[config.mk]
export PLATFORM = sky130hd
export DESIGN_NAME = lfsr_rng
export DESIGN_NICKNAME = d
export VERILOG_FILES = /design/src/rtl/rng_pkg.sv /design/src/rtl/lfsr_core.sv /design/src/rtl/lfsr_rng.sv
export SDC_FILE = /design/constraint.sdc
export NUM_CORES = 1
export LEC_CHECK = 0
export CAP_MARGIN = 20
export CORE_MARGIN = 10
export CORE_UTILIZATION = 49
export DETAILED_ROUTE_END_ITERATION = 12
export GPL_ROUTABILITY_DRIVEN = 0
export PLACE_DENSITY = 0.9
export SLEW_MARGIN = 10
export SYNTH_ARGS = -nofsm -noshare
export SYNTH_HDL_FRONTEND = slang
export SYNTH_SLANG_ARGS = --single-unit
[constraint.sdc]
create_clock -name CLK100MHZ -period 2.3 [get_ports CLK100MHZ]
set_input_delay 0.46 -clock CLK100MHZ [delete_from_list [all_inputs] [get_ports CLK100MHZ]]
set_output_delay 0.46 -clock CLK100MHZ [all_outputs]
set_load 0.01 [all_outputs]
[src/rtl/rng_pkg.sv]
// rng_pkg: default LFSR tap masks and seeds for common widths.
package rng_pkg;
  localparam logic [3:0]  TAPS4  = 4'hC;
  localparam logic [3:0]  SEED4  = 4'hA;
  localparam logic [7:0]  TAPS8  = 8'hB8;
  localparam logic [7:0]  SEED8  = 8'hA5;
  localparam logic [15:0] TAPS16 = 16'hB400;
  localparam logic [15:0] SEED16 = 16'hACE1;
  localparam logic [31:0] TAPS32 = 32'h8020_0003;
  localparam logic [31:0] SEED32 = 32'hDEAD_BEEF;
endpackage

[src/rtl/lfsr_core.sv]
// lfsr_core: left-shifting Fibonacci LFSR with seed load and lock-up recovery.
module lfsr_core import rng_pkg::*; #(
  parameter int               WIDTH = 16,
  parameter logic [WIDTH-1:0] TAPS  = TAPS16,
  parameter logic [WIDTH-1:0] SEED  = SEED16,
  parameter int               OUT_W = 4
) (
  input  logic             clk,
  input  logic             rst_n,
  input  logic             en,
  input  logic             seed_load,
  input  logic [WIDTH-1:0] seed,
  output logic [OUT_W-1:0] cand
);
  logic [WIDTH-1:0] state_d, state_q;
  always_comb begin
    state_d = state_q;
    if (seed_load) state_d = (seed == '0) ? SEED : seed;
    else if (en) state_d = (state_q == '0) ? SEED : {state_q[WIDTH-2:0], ^(state_q & TAPS)};
  end
  always_ff @(posedge clk or negedge rst_n)
    if (!rst_n) state_q <= SEED;
    else state_q <= state_d;
  assign cand = state_q[OUT_W-1:0];
endmodule

[src/rtl/lfsr_rng.sv]
// lfsr_rng: LFSR random source with divided sampling, range rejection
// and a single-entry valid/ready output slot.
module lfsr_rng import rng_pkg::*; #(
  parameter int               WIDTH      = 16,
  parameter logic [WIDTH-1:0] TAPS       = TAPS16,
  parameter logic [WIDTH-1:0] SEED       = SEED16,
  parameter int               SAMPLE_DIV = 4,
  parameter int               OUT_W      = 4
) (
  input  logic             CLK100MHZ,
  input  logic             CPU_RESETN,
  input  logic             en,
  input  logic             seed_load,
  input  logic [WIDTH-1:0] seed,
  input  logic [OUT_W-1:0] rnd_max,
  output logic [OUT_W-1:0] rnd,
  output logic             rnd_valid,
  input  logic             rnd_ready,
  output logic [7:0]       reject_cnt
);
  localparam int DIV_W = (SAMPLE_DIV > 1) ? $clog2(SAMPLE_DIV) : 1;
  localparam logic [DIV_W-1:0] DIV_LAST = DIV_W'(SAMPLE_DIV - 1);
  logic [OUT_W-1:0] cand, rnd_d, rnd_q;
  logic [DIV_W-1:0] div_d, div_q;
  logic [7:0]       rej_d, rej_q;
  logic             valid_d, valid_q, samp, acc, load;
  lfsr_core #(.WIDTH(WIDTH), .TAPS(TAPS), .SEED(SEED), .OUT_W(OUT_W)) u_core (
    .clk(CLK100MHZ), .rst_n(CPU_RESETN), .en(en), .seed_load(seed_load), .seed(seed), .cand(cand)
  );
  // seed_load overrides everything except the reject counter, which it leaves alone
  always_comb begin
    samp    = en && div_q == DIV_LAST;
    acc     = samp && cand <= rnd_max;
    load    = !seed_load && acc && (!valid_q || rnd_ready);
    div_d   = seed_load ? '0 : en ? ((div_q == DIV_LAST) ? '0 : div_q + 1'b1) : div_q;
    rnd_d   = load ? cand : rnd_q;
    valid_d = seed_load ? 1'b0 : load ? 1'b1 : (valid_q && rnd_ready) ? 1'b0 : valid_q;
    rej_d   = (!seed_load && samp && !acc && rej_q != 8'hFF) ? rej_q + 8'd1 : rej_q;
  end
  always_ff @(posedge CLK100MHZ or negedge CPU_RESETN)
    if (!CPU_RESETN) begin
      div_q   <= '0;
      rnd_q   <= '0;
      valid_q <= 1'b0;
      rej_q   <= '0;
    end else begin
      div_q   <= div_d;
      rnd_q   <= rnd_d;
      valid_q <= valid_d;
      rej_q   <= rej_d;
    end
  assign rnd        = rnd_q;
  assign rnd_valid  = valid_q;
  assign reject_cnt = rej_q;
endmodule

==> impl_metrics.toml, run 1 <==
[yosys]
yosysSeqAreaShare_pct = 47.94
synth_cell_types = 34
synth_area_leaders = "dfrtp_1 35%, dfstp_2 13%, mux2i_1 5.5%, ha_1 5.3%, xor2_1 4.3%"
yosysWarnings = 0
yosysTopAreaCellShare_pct = 35.11
netlist_area_sq_um = 1639
synth_area_per_cell_sq_um = 10.31
synth_edf_count = 0
ys_ff_latch = 31
synth.most_common_cell = "dfrtp_1"
async_reset_ff_share_pct = 100.0
syn-num-nets = 191
synth_ff_type = "dfrtp_1"
yosys.area.top_type = "dfrtp_1"
synth_common_cells = "23 x dfrtp_1, 18 x nor2_1, 11 x o21ai_0, 10 x nand2_1"
netlist_instances = 159

[critical_path]
endpoint_kind = "flip-flop"
critical_path.endpoint = "reject_cnt[6]"
critPathKind = "input port to flip-flop"
cp_max_fo = 6
crit_start = "rnd_max[3]"
reg2reg_slack_ps = 270
arrival_ps = 2440
reg2regPathDepth = 8
timing.rr.start = "u_core.state_q[0]"
crit_path_start_kind = "input port"
crit_required_ps = 2560
rr_endpoint = "reject_cnt[6]"

[drt]
wirelength_mm = 3.985
drtPass1Iterations = 4
wl_per_cell_um = 16.27
drcViolationCount = 0
drt_iter0_drc = 82
vias_per_cell = 5.559
dr_total_vias = 1362
antenna_left = 0

[die]
rows = 20
initial_core_util_pct = 52.40
die_area_sq_um = 6058
fp.dieH_um = 77.84
num_io_pins = 38
core_area_sq_um = 3128
die_w_um = 77.84

[clocking]
h-tree-depth = 2
cts_buffers = 5
clock_latency_ps = 330
cts_setup_buffers = 0
clkSinkCount = 31
cts_buffer_depth = 2
postCtsHoldBufs = 0
cts-root-buf = "clkbuf_4"
cts_resized = 0
cts.clk_slew.worst_paths_ps = 90
cts_tree = "built"

[sta]
relSlewSlack_pct = 74.23
slew_violations = 0
setup_viol = 0
tightestPinTransition_ps = 386.6
skew_ps = 8.137
final-hold-violation-count = 0
setup_tns_ps = 0
post-route-min-period_ps = 2176
grt_setup_unrepaired = "false"
fmax_mhz = 459.5
whs_ps = 501.1
fin_crit_sh_pct = 94.63

[global_route]
grt_use_total_pct = 13.48
grt_pass1_vias = 1460
grt_pass1_wl_mm = 6.596
grt_max_degree = 32
overflow = 0
grt_antenna_before_repair = 0

[worst_hold_path]
holdCritPathClass = "input port to async pin"

[placed_design]
io_buffers = 37
place_area_sq_um = 2054
place_inst = 237
hpwlAfterDp_mm = 3.044

[power_and_ir_drop]
p_leak_nw = 0.9660
ir_drop_uv = 334.0
design_power_total_w = 0.001266
power_density_nw_per_um2 = 596.2

[layout]
stdcell_count = 245
antennaDiodeCount = 0
nets = 232
areaGrowthSynthToFinish_pct = 29.54
stdcell_area_sq_um = 2123
drive_gt1_share_pct = 14.93

[job]
max_cap_viol_count = 0

[outcome]
status = "complete, no violations"
cell type report:
| cell class | instances | area (sq um) |
|---|---|---|
| multi-input combinational | 112 | 775.7 |
| inverter | 8 | 30.03 |
| fill | 250 | 1005 |
| tap | 44 | 55.05 |
| sequential | 31 | 785.8 |
| timing repair buffer | 42 | 407.9 |
| clock buffer | 8 | 68.82 |
state kept, by name, indices dropped and copies added (netlist names):
| name | flops |
|---|---|
| div_q | 2 |
| reject_cnt | 8 |
| rnd | 4 |
| rnd_valid | 1 |
| u_core.state_q | 16 |
stage by stage:
stage	worst slack, ps	util, %
after floorplan	324.4	-
after global placement	-112.8	65.68
after detailed placement	-214.6	65.68
after CTS	123.0	67.88
after global routing	87.64	67.88
final	123.6	67.88
worst min-delay path by stage:
stage | startpoint | endpoint | slack [ps]
after floorplan | CPU_RESETN | div_q[0] | 160
after global placement | reject_cnt[7] | reject_cnt[7] | 480
after detailed placement | rnd[2] | rnd[2] | 490
after CTS | CPU_RESETN | u_core.state_q[9] | 510
after global routing | CPU_RESETN | reject_cnt[0] | 500
final | CPU_RESETN | reject_cnt[2] | 500
where the power goes:
group	total [W]	switching, W	leakage (nW)	internal [W]
Combinational	0.000253	0.000111	0.541	0.000142
Sequential	0.000650	0.0000458	0.387	0.000604
Clock	0.000363	0.000183	0.0386	0.000180
Total	0.00127	0.000340	0.966	0.000926
worst max-delay path, cell delays in order:
cell and delay, ps:
clkdlybuf4s50_1 450, inv_1 40, ha_1 290, and2_4 170
a32o_1 290, buf_4 170, nor4_1 380, xor2_1 180
cell usage in the layout (no fill, tap or decap), types with 2 or more instances in the layout:
master            n
a21oi_1           2
buf_4             5
clkbuf_4          5
clkbuf_8          2
clkdlybuf4s50_1  37
dfrtp_1          23
dfstp_2           8
ha_1              7
inv_1             8
mux2_4            4
mux2i_1           9
nand2_1          10
nand2b_1          2
nand3_1           3
nand4_1           3
nor2_1           18
nor3_1            4
nor4_1            9
o21ai_0          11
o21ai_2           2
o22ai_1           7
xor2_1            8
per-layer routing:
metal  track usage, %  routed length (um)  up-vias
met4            3.650                  38        0
met2            22.89                2042       39
met3            6.912                 256        6
met5                0                   0        -
li1                 -                   -      645
met1            14.40                1648      672
cell families after synthesis:
kind of cell	synth area share [%]
buffers and inverters	4.733
and+or+nand+nor	18.47
muxes	9.848
AOI/OAI and AO/OA	8.855
adders and majority gates	5.343
DFF	47.94
xor gates and xnor gates	4.809
(Power assumes the default switching activity.)
==> inputs of run 2 (changes only) <==
--- a/config.mk
+++ b/config.mk
@@ -5,7 +5,6 @@
 export SDC_FILE = /design/constraint.sdc
 export NUM_CORES = 1
 export LEC_CHECK = 0
-export CAP_MARGIN = 20
 export CORE_MARGIN = 10
 export CORE_UTILIZATION = 49
 export DETAILED_ROUTE_END_ITERATION = 12
==> results of run 2 <==
Same layout as run 1: the final DEF is identical, and so are final timing and power.
==> inputs of run 3 (changes only) <==
--- a/config.mk
+++ b/config.mk
@@ -5,11 +5,12 @@
 export SDC_FILE = /design/constraint.sdc
 export NUM_CORES = 1
 export LEC_CHECK = 0
+export ABC_AREA = 1
 export CORE_MARGIN = 10
-export CORE_UTILIZATION = 49
+export CORE_UTILIZATION = 50
 export DETAILED_ROUTE_END_ITERATION = 12
 export GPL_ROUTABILITY_DRIVEN = 0
-export PLACE_DENSITY = 0.9
+export PLACE_DENSITY = 0.89
 export SLEW_MARGIN = 10
 export SYNTH_ARGS = -nofsm -noshare
 export SYNTH_HDL_FRONTEND = slang
==> run 3 against run 2 <==
Against the previous run:
- clock power rose by 21%
- global-route usage barely moved
- sequential power fell by 2%
- clock skew barely moved
- non-clock buffer count rose by 1
- power rose by 6.5%
- critical endpoint is now reject_cnt[0]
==> impl_metrics.toml, run 3 <==
[outcome]
status = "complete, no violations"

[worst_hold_path]
holdCritPathClass = "flip-flop to flip-flop"
whs_path_depth = 2
hold_end = "rnd[3]"
min_from = "rnd[3]"

[layout]
final_common_cell = "nand2_1"
regMostFlops = "u_core.state_q"
antennaDiodeCount = 0
nets = 346
stdcell_count = 363
layout_common_cells = "110 x nand2_1, 41 x inv_1, 37 x clkdlybuf4s50_1"
areaGrowthSynthToFinish_pct = 28.68
drive_gt1_share_pct = 8.571
largest_register_ffs = 16

[clocking]
clkSinkCount = 31
cts_resized = 0
cts.clk_slew.worst_paths_ps = 70
clock_latency_ps = 280
cts_buffer_depth = 2
cts_tree = "built"
cts_buffers = 5
h-tree-depth = 2
cts-root-buf = "clkbuf_8"
postCtsHoldBufs = 0
cts_setup_buffers = 0

[die]
die_w_um = 81.68
rows = 22
initial_core_util_pct = 51.95
fp.dieH_um = 81.68
num_io_pins = 38
core_area_sq_um = 3661
die_area_sq_um = 6671

[critical_path]
cp_max_fo = 8
arrival_ps = 2060
critPathKind = "input port to flip-flop"
rr_endpoint = "reject_cnt[0]"
crit_required_ps = 2460
reg2regPathDepth = 11
reg2reg_slack_ps = 550
timing.rr.start = "u_core.state_q[0]"
crit_path_start_kind = "input port"
endpoint_kind = "flip-flop"

[sta]
setup_tns_ps = 0
fmax_mhz = 526.7
tightestPinTransition_ps = 391.0
post-route-min-period_ps = 1898
fin_crit_sh_pct = 82.54
grt_setup_unrepaired = "false"
final-hold-violation-count = 0
skew_ps = 8.135
setup_viol = 0
slew_violations = 0
relSlewSlack_pct = 73.94

[power_and_ir_drop]
seq_power_share_pct = 47.4
p_leak_nw = 1.339
pwr-share-clk_pct = 32.5
swShare_pct = 28.09
ir_drop_uv = 310.4
p_int_w = 0.0009692
power_density_nw_per_um2 = 550.7
p_sw_w = 0.0003786
share_comb_of_total_power_pct = 20.1

[yosys]
synth_area_leaders = "dfrtp_1 30%, nand2_1 22%, dfstp_2 11%, inv_1 8.1%, nand3_1 6.3%"
synth_area_per_cell_sq_um = 7.096
yosysTopAreaCellShare_pct = 30.26
yosysSeqAreaShare_pct = 41.32
synth_edf_count = 0
synth_ff_type = "dfrtp_1"
syn-num-nets = 300
yosys.area.top_type = "dfrtp_1"
synth_common_cells = "110 x nand2_1, 41 x inv_1, 24 x nand3_1, 23 x dfrtp_1, 21 x nor2_1"
synth_cell_types = 26
netlist_area_sq_um = 1902
yosysWarnings = 0
netlist_instances = 268
synth.most_common_cell = "nand2_1"
ys_ff_latch = 31
async_reset_ff_share_pct = 100.0

[global_route]
grt_antenna_before_repair = 0
grt_pass1_vias = 1754
grt_max_degree = 32
overflow = 0
top_usage_layer = "met2"
grt_pass1_wl_mm = 7.272
grtUsageMet3_pct = 4.694
grt_use_total_pct = 13.45
met2_usage_pct = 24.33
grt_use_met1_pct = 15.07

[drt]
vias_per_cell = 5.041
drt_iter0_drc = 121
drcViolationCount = 0
wl_per_cell_um = 11.94
antenna_left = 0
dr_total_vias = 1830
drtPass1Iterations = 5
wirelength_mm = 4.335

[job]
max_cap_viol_count = 0

[placed_design]
io_buffers = 37
place_inst = 355
hpwlAfterDp_mm = 3.281
## run 3: cell count changes after synthesis, sizes merged, moves of 9 or more
cell / delta
nor4: -9
nand2: +101
mux2i: -9
nand3: +22
o21ai: -9
inv: +34
## run 3: power groups by stage
stage	clock, W	sequential (W)	combinational, W
floorplan	0	0.000644	0.000149
global placement	0	0.000647	0.000262
detailed placement	0	0.000647	0.000271
CTS	0.000446	0.000638	0.000273
global route	0.000471	0.000645	0.000306
finish	0.000438	0.000638	0.000271
## run 3: worst max path at each step
stage                    end  cells past startpoint  startpoint
3_3_place_gp          rnd[0]                      9  rnd_max[3]
3_5_place_dp   reject_cnt[0]                     11  rnd_max[3]
4_1_cts        reject_cnt[0]                     11  rnd_max[3]
5_1_grt        reject_cnt[6]                     11  rnd_max[3]
6_report       reject_cnt[0]                     11  rnd_max[3]
2_1_floorplan         rnd[0]                      8  rnd_max[3]
## run 3: kinds of logic after synthesis
family | after synthesis | synth area share (%)
flip-flops | 31 | 41.32
buffers and inverters | 46 | 9.408
adder cells (fa/ha/maj) | 7 | 4.605
XOR/XNOR | 4 | 1.842
AND/OR/NAND/NOR | 166 | 37.44
AO/OA/AOI/OAI | 14 | 5.395
## run 3: cell type report
class / count / area (sq um)
repair buffers: 43 / 415.4
flip-flops and latches: 31 / 785.8
inverters: 42 / 157.7
multi-input cells: 191 / 937.1
well taps: 48 / 60.06
clock inverters: 1 / 5.005
fillers: 297 / 1214
clock buffers: 7 / 86.33
## run 3: critical path, stage by stage
cell and delay [ps]:
clkdlybuf4s50_1 450, inv_1 40, ha_1 300, nand2_1 70, inv_1 40, nand2_1 60
nand2_1 90, nand2_1 180, inv_1 180, nand3b_1 120, nand2_1 60
## run 3: metal layers
metal	routed length [um]	part of all wire (%)
met1	1813	42
met2	2191	51
met3	309	7.1
met4	20	0.46
met5	0	0
## run 3: metrics by stage
| step | power (W) | instance area (sq um) | hold slack, ps | util (%) | setup slack (ps) |
|---|---|---|---|---|---|
| after floorplan | 0.0007934 | 1902 | 164.4 | - | 765.3 |
| after global placement | 0.0009081 | 2356 | 454.0 | 64.35 | 196.6 |
| after detailed placement | 0.0009179 | 2356 | 458.4 | 64.35 | 148.3 |
| after CTS | 0.001357 | 2447 | 474.8 | 66.85 | 424.9 |
| after global routing | 0.001423 | 2447 | 517.6 | 66.85 | 254.3 |
| final | 0.001348 | 2447 | 473.7 | 66.85 | 401.5 |
